==> config.mk <==
export PLATFORM = sky130hd
export DESIGN_NAME = serial_add_unit_flat
export DESIGN_NICKNAME = d
export VERILOG_FILES = /design/src/rtl/serial_add_unit_pkg.sv /design/src/rtl/serial_add_unit_if.sv /design/src/rtl/serial_add_unit_full_adder_cell.sv /design/src/rtl/serial_add_unit_half_adder.sv /design/src/rtl/serial_add_unit.sv /design/src/flat_wrapper.sv
export SDC_FILE = /design/constraint.sdc
export NUM_CORES = 1
export LEC_CHECK = 0
export ABC_AREA = 1
export CELL_PAD_IN_SITES_DETAIL_PLACEMENT = 2
export CELL_PAD_IN_SITES_GLOBAL_PLACEMENT = 2
export CORE_MARGIN = 8
export CORE_UTILIZATION = 31
export DETAILED_ROUTE_END_ITERATION = 12
export PLACE_DENSITY = 0.94
export SYNTH_ARGS = -nofsm -noshare
export SYNTH_HDL_FRONTEND = slang
export SYNTH_SLANG_ARGS = --single-unit
==> constraint.sdc <==
create_clock -name clk -period 3.6 [get_ports clk]
set_input_delay 0.54 -clock clk [delete_from_list [all_inputs] [get_ports clk]]
set_output_delay 0.54 -clock clk [all_outputs]
set_load 0.02 [all_outputs]
==> src/rtl/serial_add_unit_pkg.sv <==
// Shared definitions for the bit-serial adder: FSM state encoding, width limit
// and the counter-width helper.
package serial_add_unit_pkg;

   localparam int WIDTH_MAX = 32;

   typedef enum logic [1:0] {
      ST_IDLE = 2'd0,
      ST_RUN  = 2'd1,
      ST_DONE = 2'd2
   } state_t;

   // A one-bit operand still needs a one-bit counter.
   function automatic int count_bits(input int width);
      return (width > 1) ? $clog2(width) : 1;
   endfunction

endpackage

==> src/rtl/serial_add_unit_if.sv <==
// Request/result bundle of the bit-serial adder; the master drives operands,
// the slave (the adder) returns sum, carry and status.
interface serial_add_unit_if #(
   parameter int WIDTH = 8
);
   logic             start;
   logic [WIDTH-1:0] A;
   logic [WIDTH-1:0] B;
   logic [WIDTH-1:0] SUM;
   logic             COUT;
   logic             busy;
   logic             done;

   modport master (output start, A, B, input SUM, COUT, busy, done);
   modport slave  (input start, A, B, output SUM, COUT, busy, done);
endinterface

==> src/rtl/serial_add_unit_full_adder_cell.sv <==
// Full adder made of two half adders; the carries of both stages are ORed.
module full_adder_cell (
   input  logic a,
   input  logic b,
   input  logic cin,
   output logic s,
   output logic cout
);
   logic s0, c0, c1;

   halfAdder u_ha0 (.a(a),  .b(b),   .s(s0), .c(c0));
   halfAdder u_ha1 (.a(s0), .b(cin), .s(s),  .c(c1));

   assign cout = c0 | c1;
endmodule

==> src/rtl/serial_add_unit_half_adder.sv <==
// Single-bit half adder: the basic cell the serial adder's full-adder is built from.
module halfAdder (
   input  logic a,
   input  logic b,
   output logic s,
   output logic c
);
   assign s = a ^ b;
   assign c = a & b;
endmodule

==> src/rtl/serial_add_unit.sv <==
// Bit-serial unsigned adder: captures A/B on start, adds one bit per clock
// LSB-first through a single full-adder cell, then pulses done with SUM/COUT.
module serial_add_unit
   import serial_add_unit_pkg::*;
#(
   parameter int WIDTH = 8
) (
   input  logic                  clk,
   input  logic                  rst,
   serial_add_unit_if.slave      bus
);
   localparam int CW = count_bits(WIDTH);

   if (WIDTH < 1 || WIDTH > WIDTH_MAX) begin : g_bad_width
      $error("serial_add_unit: WIDTH out of range 1..32");
   end

   state_t           state_reg;
   logic [WIDTH-1:0] op_a_reg, op_b_reg;
   logic [WIDTH-1:0] op_a_shift, op_b_shift;
   logic [WIDTH-1:0] sum_reg;
   logic [CW-1:0]    count_reg;
   logic             carry_reg, cout_reg, busy_reg, done_reg;
   logic             s_bit, c_bit, last_bit;

   full_adder_cell u_fa (
      .a    (op_a_reg[0]),
      .b    (op_b_reg[0]),
      .cin  (carry_reg),
      .s    (s_bit),
      .cout (c_bit)
   );

   // The A register doubles as the result register: each sum bit enters at
   // the MSB as the consumed operand bit leaves at the LSB.
   for (genvar gi = 0; gi < WIDTH; gi++) begin : g_shift
      if (gi == WIDTH - 1) begin : g_msb
         assign op_a_shift[gi] = s_bit;
         assign op_b_shift[gi] = 1'b0;
      end else begin : g_low
         assign op_a_shift[gi] = op_a_reg[gi+1];
         assign op_b_shift[gi] = op_b_reg[gi+1];
      end
   end

   assign last_bit = (count_reg == CW'(WIDTH - 1));

   always_ff @(posedge clk) begin
      if (rst) begin
         state_reg <= ST_IDLE;
         op_a_reg  <= '0;
         op_b_reg  <= '0;
         sum_reg   <= '0;
         count_reg <= '0;
         carry_reg <= 1'b0;
         cout_reg  <= 1'b0;
         busy_reg  <= 1'b0;
         done_reg  <= 1'b0;
      end else begin
         done_reg <= 1'b0;
         case (state_reg)
            ST_IDLE, ST_DONE: begin
               if (bus.start) begin
                  op_a_reg  <= bus.A;
                  op_b_reg  <= bus.B;
                  carry_reg <= 1'b0;
                  count_reg <= '0;
                  busy_reg  <= 1'b1;
                  state_reg <= ST_RUN;
               end else begin
                  state_reg <= ST_IDLE;
               end
            end
            ST_RUN: begin
               op_a_reg  <= op_a_shift;
               op_b_reg  <= op_b_shift;
               carry_reg <= c_bit;
               count_reg <= count_reg + CW'(1);
               if (last_bit) begin
                  sum_reg   <= op_a_shift;
                  cout_reg  <= c_bit;
                  done_reg  <= 1'b1;
                  busy_reg  <= 1'b0;
                  state_reg <= ST_DONE;
               end
            end
            default: state_reg <= ST_IDLE;
         endcase
      end
   end

   assign bus.SUM  = sum_reg;
   assign bus.COUT = cout_reg;
   assign bus.busy = busy_reg;
   assign bus.done = done_reg;
endmodule
==> src/flat_wrapper.sv <==
// flat-port wrapper written by rule: the top's interface ports become plain ports
module serial_add_unit_flat import serial_add_unit_pkg::*;
#(
   parameter int WIDTH = 8
)
  (clk, rst, bus_start, bus_A, bus_B, bus_SUM, bus_COUT, bus_busy, bus_done);
  serial_add_unit_if #(.WIDTH(WIDTH)) bus_i ();
  input  logic clk;
  input  logic rst;
  input wire logic [$bits(bus_i.start)-1:0] bus_start;
  input wire logic [$bits(bus_i.A)-1:0] bus_A;
  input wire logic [$bits(bus_i.B)-1:0] bus_B;
  output wire logic [$bits(bus_i.SUM)-1:0] bus_SUM;
  output wire logic [$bits(bus_i.COUT)-1:0] bus_COUT;
  output wire logic [$bits(bus_i.busy)-1:0] bus_busy;
  output wire logic [$bits(bus_i.done)-1:0] bus_done;
  assign bus_i.start = bus_start;
  assign bus_i.A = bus_A;
  assign bus_i.B = bus_B;
  assign bus_SUM = bus_i.SUM;
  assign bus_COUT = bus_i.COUT;
  assign bus_busy = bus_i.busy;
  assign bus_done = bus_i.done;
  serial_add_unit #(.WIDTH(WIDTH)) u_core (.clk(clk), .rst(rst), .bus(bus_i));
endmodule
# Word-level counts from Yosys, hierarchy flattened
# Cells that the tools add are included.
[word_totals] register_bits=33 in_bits=19 out_inout_bits=11 elab_cells=43
[op_classes] addsub=1 eq_ne=5 muxes=15 bitwise=6 n_reduce_logical=7
[op_table] cell="8-bit one-hot mux with 2 select lines" count=2
[op_table] cell="8-bit two-way mux" count=2
[op_table] cell="3-bit one-hot mux with 2 select lines" count=1
[op_table] cell="1-bit two-way mux" count=5
[op_table] cell="1-bit one-hot mux with 2 select lines" count=2
[op_table] cell="2-bit one-hot mux with 2 select lines" count=1
[op_table] cell="2-bit AND reduction" count=2
[op_table] cell="2-bit OR reduction" count=2
[op_table] cell="3-bit by 1-bit adder with 3-bit output, second input constant" count=1
[op_table] cell="3-bit == test, second input constant" count=1
[op_table] cell="3-bit two-way mux" count=1
[op_table] cell="3-bit AND reduction" count=1
[op_table] cell="1-bit AND" count=2
[op_table] cell="2-bit by 1-bit == test with 1-bit output, second input constant" count=1
[op_table] cell="2-bit == test, second input constant" count=1
[op_table] cell="2-bit logical NOT" count=1
[op_table] cell="2-bit two-way mux" count=1
[op_table] cell="2-bit by 1-bit != test with 1-bit output, second input constant" count=1
[op_table] cell="2-bit != test, second input constant" count=1
[op_table] cell="2-bit nonzero test" count=1
[op_table] cell="1-bit bitwise XOR" count=2
[op_table] cell="1-bit inverter" count=1
[op_table] cell="1-bit OR" count=1

# Logic depth before layout (Yosys ltp)
# Gate-level depths: netlist of the first run.
[depth] depth_word=4 mapped_depth=7 ltp_nobuf=7

# Modules after synthesis
# From an unflattened synthesis of the first run, not the netlist that was laid out.
[unflattened] cells_unflattened=200 area_unflattened_um2=1488.9
[by_module_without_submodules] mod="serial_add_unit" instances=1 cells_per_inst=195 area_per_inst_um2=1452.6
[by_module_without_submodules] mod="halfAdder" instances=2 cells_per_inst=1 area_per_inst_um2=12.5
[by_module_without_submodules] mod="full_adder_cell" instances=1 cells_per_inst=3 area_per_inst_um2=11.3

# Worst setup path before layout of the first run
# No wires, ideal clock.
[synth_timing] kind="input port to flip-flop" start="in rst" end="reg u_core.op_a_reg[7]" arrival_time_ns=1.158 required_ns=3.486 path_slack_ns=2.328 stages=7 path_cell_list="buf_2 inv_1 clkbuf_8 nand2_1 clkinv_1 nand2_1 nor2_2"
[synth_lines] item="start: declaration" line="flat_wrapper.sv:9" rtl="input logic rst;"
[synth_lines] item="end signal: assignment" line="serial_add_unit.sv:64" rtl="op_a_reg <= bus.A;"
[synth_lines] item="end signal: assignment" line="serial_add_unit.sv:75" rtl="op_a_reg <= op_a_shift;"
[synth_lines] item="end: declaration" line="serial_add_unit.sv:19" rtl="logic [WIDTH-1:0] op_a_reg, op_b_reg;"

==> results of run 1 <==
-- how the worst min path moves through the flow --
stage / endpoint / slack, ns / cells past startpoint
2_1_floorplan: u_core.count_reg[0] / 0.43 / 1
3_3_place_gp: u_core.bus.SUM[1] / 0.46 / 2
3_5_place_dp: u_core.bus.busy / 0.46 / 2
4_1_cts: u_core.bus.SUM[0] / 0.47 / 2
5_1_grt: u_core.bus.SUM[3] / 0.49 / 2
6_report: u_core.bus.SUM[3] / 0.47 / 2
-- metrics by stage --
step / std cells / hold WS (ns) / worst slack, ns / area, um^2
floorplan: 230 / 0.4283 / 2.328 / 1688
global placement: 318 / 0.4552 / 1.298 / 1947
detailed placement: 318 / 0.4597 / 1.166 / 1947
CTS: 325 / 0.4687 / 1.477 / 2051
global route: 325 / 0.4907 / 1.343 / 2051
finish: 325 / 0.4665 / 1.490 / 2051
-- power breakdown --
group	switching [mW]	internal, mW	total (mW)
Sequential	0.0189	0.387	0.406
Combinational	0.0866	0.0586	0.145
Clock	0.139	0.201	0.340
Total	0.244	0.647	0.891
-- cells in the mapped netlist, drive strengths merged --
cell    instances
nor3            2
nor2           31
a21oi          16
clkinv         10
o21ai           1
nand3          42
fa              1
clkbuf          3
ha              3
dfxtp          33
nand3b          2
inv            26
buf            10
nand2          50
-- tightest hold or removal path, cell delays in order, from the launching register on --
cell	delay, ns
dfxtp_1	0.31
nand2_1	0.06
a21oi_1	0.05
-- layout make-up --
type | count | area (um^2) | share of cell area (%)
flip-flops and latches | 33 | 660.6 | 32.21
clock inverters | 2 | 35.03 | 1.708
clock buffers | 5 | 68.82 | 3.356
inverters | 36 | 140.1 | 6.833
well taps | 72 | 90.09 | 4.393
repair buffers | 29 | 290.3 | 14.15
multi-input cells | 148 | 765.7 | 37.34
-- routing by layer --
layer / GRT usage [%] / up-vias / share of wire, %
li1: - / 755 / -
met1: 13.51 / 750 / 44
met2: 22.21 / 22 / 53
met3: 2.743 / 5 / 2.1
met4: 4.231 / 0 / 1.0
met5: 0 / - / 0
-- cell families after synthesis --
kind of cell             count (synthesis)  synth area share (%)
flip-flops                              33                 39.14
buffers and inverters                   49                 15.49
AND/OR/NAND/NOR                        127                 36.92
AO/OA/AOI/OAI                           17                 5.041
adder cells (fa/ha/maj)                  4                 3.410
==> metrics.md, run 1 <==
| Metric | Value |
|---|---|
| Status | complete, no violations |
| # DRC | 0 |
| Clk pin slew, worst setup/hold paths | 0.07 ns |
| Hold Fails Final Rpt | 0 |
| Core Rows | 27 |
| Vias in the first global route | between 1,500 and 2,000 |
| Initial antenna violation count | 0 |
| GR Util All Layers | roughly 12% |
| DR pass1 iterations | 4 |
| RSZ-0062 raised after global routing | no |
| Num CTS Buffers | 5 |
| Final HPWL DP | ~3400 um |
| Hold buffer count at cts | 0 |
| Total number of vias | between 1,500 and 2,000 |
| Synthesized Nets | between 200 and 300 |
| Post-CTS Resized | 0 |
| Fmax | 474.0 MHz |
| Worst path slowest cell | clkdlybuf4s50_1 |
| Yosys cell types | 24 |
| Worst R2R Start | u_core.state_reg[0] |
| Total power | between 0.8 and 0.9 mW |
| Vias/cell | 4.714 |
| Worst path depth | 6 |
| Power Dens Cells | about 430 nW/um^2 |
| Routed len/inst | around 15 um |
| Die X | approximately 90 um |
| Data required, critical path | 3.78 ns |
| WP data arrival | between 2 and 2.5 ns |
| CP startpoint | rst |
| Setup TNS | 0 ns |
| Core footprint | roughly 5400 um^2 |
| Placer congestion estimate | around 0.74 |
| H-tree levels | 2 |
| Synthesized area per cell | roughly 7.3 um^2 |
| Clock Skew | about 0.0094 ns |
| CP endpoint kind | flop |
| DRC violation total after the first TritonRoute iteration | 54 |
| Commonest non-fill, non-tap cells in the layout | nand2_1, nand3_1, dfxtp_1, clkdlybuf4s50_1, inv_1 |
| Worst Path Max Fanout | 18 |
| R2R Setup Slk | 1.85 ns |
| Yosys reg bits | 33 |
| Worst Setup EP | u_core.op_b_reg[1] |
| Slew Viols, Final | 0 |
| CTS tree | built |
| Number of nets with antenna violations after routing | 0 |
| R2r worst-path depth | 6 |
| Mapped Cells | 230 |
| R2R Path End | u_core.op_a_reg[6] |
| Critical-path cell list | clkdlybuf4s50_1, inv_1, nand2_1, clkinv_1, nand2_1, nor2_2 |
| Fin crit period | approximately 2.1 ns |
| Top Ports | 30 |
| Die area | roughly 8100 um^2 |
| Clk Latency, worst-skew pair | approximately 0.29 ns |
| GRT overflow | 0 |
| Crit Path Category | in2reg |
| Top cells by area, synth | dfxtp_1, nand3_1, nand2_1 |
| # setup viols final | 0 |
| Cell area after synthesis | between 1500 and 2000 um^2 |
| CTS Buffer Depth | 2 |
| Warnings, synthesis | 0 |
| Port buffer count | 29 |
| Hold path startpoint | u_core.bus.SUM[3] |
| VDD IR max | around 0.00024 V |
| Worst slew margin | 47.33% |
| Area leader, netlist | dfxtp_1 |
| Root buf cell | clkbuf_8 |
| Layout cells sized above 1 | 11.07% |
| Post-synthesis sequential area ratio | 39.14% |
| Nets | about 280 |
| Worst-Margin Slew | approximately 0.79 ns |
| Largest net degree at the start of global routing | 36 |
| Global-route wire length before repair | a little over 8000 um |
| Worst Setup Start Kind | primary input |
| Die height | between 80 and 90 um |
| P&R area growth vs syn | 21.50% |
| Synth top area share | between 30% and 40% |
| Post-CTS Setup Bufs | 0 |
| Layout filler cell count | roughly 630 |
| Clk sinks | 33 |
| Tightest Hold Check Type | reg2reg |
| Delay-heaviest family, CP | buffers and inverters |
| Commonest non-fill, non-tap cell in the layout | nand2_1 |
| Util after Layout | about two fifths |
| Leakage | between 0.8 and 0.9 nW |
| # diodes | 0 |
| CP Buf/Inv Count | 3 |
| Period utilisation layout | between 50% and 60% |
| Effective utilization at floorplan | a little under a third |
| MaxCap Viol Count | 0 |
| Worst path max stage delay | 0.92 ns |
| Cell mode on critical path | nand2_1 |
| Aggregate routed wire length | roughly 4700 um |
Note: power is estimated with default switching activity, not from simulation.
==> run 2, diff against run 1 <==
Settings changed: CORE_UTILIZATION 31 to 29, PLACE_DENSITY 0.94 to 0.89.
Clock period 3.6 ns to 2.08 ns, I/O delays scaled along.
==> run 2 against run 1 <==
Effect of this change:
- sequential cell count unchanged
- combinational power grew 81%
- sequential power is 71% higher
- global-route usage fell by 0.58 points
- worst setup slack lost 0.96 ns
- non-clock buffer count rose by 2
- total power rose by 80%
- final cell count up 0.92%
- register-to-register slack got worse by 1.3 ns
- largest cell class unchanged
- highest routed layer unchanged
==> metrics.md, run 2 (synthesis results as in run 1) <==
| Metric | Value |
|---|---|
| DP Worst Slack | 0.4541 ns (-0.7121 ns) |
| Clock Skew | 0.01220 ns (+0.002829 ns) |
| Data required, critical path | 1.77 ns (-2.01 ns) |
| Design Area, Final | 2082 um^2 (+1.5%) |
| Die height | 92.29 um (+2.8%) |
| Clk Latency, worst-skew pair | 0.29 ns (about the same) |
| Layout filler cell count | 677 (+7.8%) |
| CP endpoint kind | output port |
| M1 GR Usage | 12.64% (-0.87 points) |
| # DRC | 0 (unchanged) |
| Critical-path cell list | clkdlybuf4s50_1 |
| Fin worst setup slack | 0.5283 ns (-0.9619 ns) |
| Worst-Margin Slew | 0.5070 ns (-0.2820 ns) |
| Core Rows | 27 (unchanged) |
| Switch share | 27.36% (-0.057 points) |
| VDD IR max | 0.0003015 V (+26%) |
| Die X | 92.29 um (+2.8%) |
| Worst Setup Start Kind | flop |
| Setup TNS | 0 ns (unchanged) |
| Initial antenna violation count | 0 (unchanged) |
| Worst slew margin | 66.17% (+19 points) |
| Worst Path Max Fanout | 2 (-16) |
| Commonest non-fill, non-tap cell in the layout | nand2_1 |
| Final HPWL DP | 3373 um (-1.9%) |
| # setup viols final | 0 (unchanged) |
| Tightest Hold Check Type | reg2reg |
| Root buf cell | clkbuf_8 |
| Worst path max stage delay | 0.61 ns (-0.31 ns) |
| R2r worst-path depth | 5 (-1) |
| DRC violation total after the first TritonRoute iteration | 49 (-9.3%) |
| WHS | 0.4668 ns (+0.0002890 ns) |
| Top Ports | 30 (unchanged) |
| Total number of vias | 1,525 (-0.46%) |
| P&R area growth vs syn | 23.35% |
| R2R Setup Slk | 0.58 ns (-1.27 ns) |
| RSZ-0062 raised after global routing | no |
| WP data arrival | 1.24 ns (-1.05 ns) |
| Sw power | 0.4386 mW (+79%) |
| Number of nets with antenna violations after routing | 0 (unchanged) |
| CP Buf/Inv Count | 1 (-2) |
| Port buffer count | 29 (unchanged) |
| Vias/cell | 4.649 (-1.4%) |
| GRT overflow | 0 (unchanged) |
| CTS tree | built |
| Worst path depth | 1 (-5) |
| Commonest non-fill, non-tap cells in the layout | nand2_1, nand3_1, dfxtp_1, clkdlybuf4s50_1, inv_1 |
| Met2 usage | 21.22% (-0.99 points) |
| DR pass1 iterations | 4 (unchanged) |
| Sequential group share of total power | 43.3% (-2.3 points) |
| Hold buffer count at cts | 0 (unchanged) |
| Status | complete, no violations |
| Placer congestion estimate | 0.7507 (+0.93%) |
| Num CTS Buffers | 5 (unchanged) |
| Period utilisation layout | around 75% |
| Post-CTS Setup Bufs | 0 (unchanged) |
| Delay-heaviest family, CP | buffers and inverters |
| GR Util All Layers | 11.62% (-0.58 points) |
| Grt met3 use | 3.390% (+0.65 points) |
| Hold depth | 2 (unchanged) |
| Worst path slowest cell | clkdlybuf4s50_1 |
| # diodes | 0 (unchanged) |
| Effective utilization at floorplan | 30.28% (-1.1 points) |
| P_int | 1.164 mW (+80%) |
| Clock power frac | 40.3% (+2.1 points) |
| Clk sinks | 33 (unchanged) |
| Post-DP Area | 1962 um^2 (+0.77%) |
| Fin crit period | about 1.6 ns |
| Fmax | 644.5 MHz |
| Clk pin slew, worst setup/hold paths | 0.08 ns (about the same) |
| Crit Path Category | reg2out |
| Util after Layout | 37.35% (-0.83 points) |
| Aggregate routed wire length | 4828 um (+1.8%) |
| Leakage | 0.8875 nW (+1.5%) |
| H-tree levels | 2 (unchanged) |
| Vias in the first global route | 1,690 (-0.88%) |
| Largest net degree at the start of global routing | 36 (unchanged) |
| Top Usage Layer GRT | met2 |
| Hold Fails Final Rpt | 0 (unchanged) |
| Routed len/inst | 14.72 um (+0.86%) |
| MaxCap Viol Count | 0 (unchanged) |
| Post-CTS Resized | 0 (unchanged) |
| Power Dens Cells | 769.9 nW/um^2 (+77%) |
| CTS Buffer Depth | 2 (unchanged) |
| Die area | 8517 um^2 (+5.6%) |
| Global-route wire length before repair | 7962 um (-2.0%) |
| Core footprint | 5574 um^2 (+3.8%) |
| Layout cells sized above 1 | 12.11% (+1.0 points) |
| Nets | 278 (+0.72%) |
| Slew Viols, Final | 0 (unchanged) |
| Combinational share of power | 16.4% (about the same) |
run 2: changes by cell type in the layout (fill, tap and decap cells not counted), sizes merged:
| cell | delta |
|---|---|
| buf | +2 |
| clkbuf | +1 |
| clkinv | -1 |
| clkinvlp | +1 |
run 2: layout make-up:
type / instances / area (um^2) / share of cell area, %
Clock buffer: 6 / 82.58 / 3.966
Inverter: 36 / 140.1 / 6.731
Multi-Input combinational cell: 148 / 765.7 / 36.78
Tap cell: 72 / 90.09 / 4.327
Timing Repair Buffer: 31 / 305.3 / 14.66
Clock inverter: 2 / 37.54 / 1.803
Sequential cell: 33 / 660.6 / 31.73
run 2: path summary, 6_finish.rpt:
path / startpoint / to
max reg2reg: u_core.count_reg[0] / u_core.bus.SUM[0]
min reg2reg: u_core.bus.busy / u_core.bus.busy
min: u_core.bus.busy / u_core.bus.busy
max: u_core.bus.SUM[1] / bus_SUM[1]
run 2: per-stage QoR:
step	instances	power, mW
finish	328	1.603
global route	328	1.686
CTS	328	1.628
detailed placement	320	0.9704
global placement	320	0.9557
floorplan	230	0.8994
run 2: routing by layer:
layer,routed length (um),part of all wire [%],up-vias
li1,-,-,761
met3,140,2.9,4
met5,0,0,-
met4,36,0.75,0
met2,2538,53,20
met1,2113,44,740
run 2: power by group through the flow:
stage	logic, mW	registers (mW)	clock network, mW
after floorplan	0.199	0.700	0
after global placement	0.250	0.706	0
after detailed placement	0.262	0.709	0
after CTS	0.270	0.695	0.663
after global routing	0.298	0.698	0.690
final	0.263	0.694	0.646
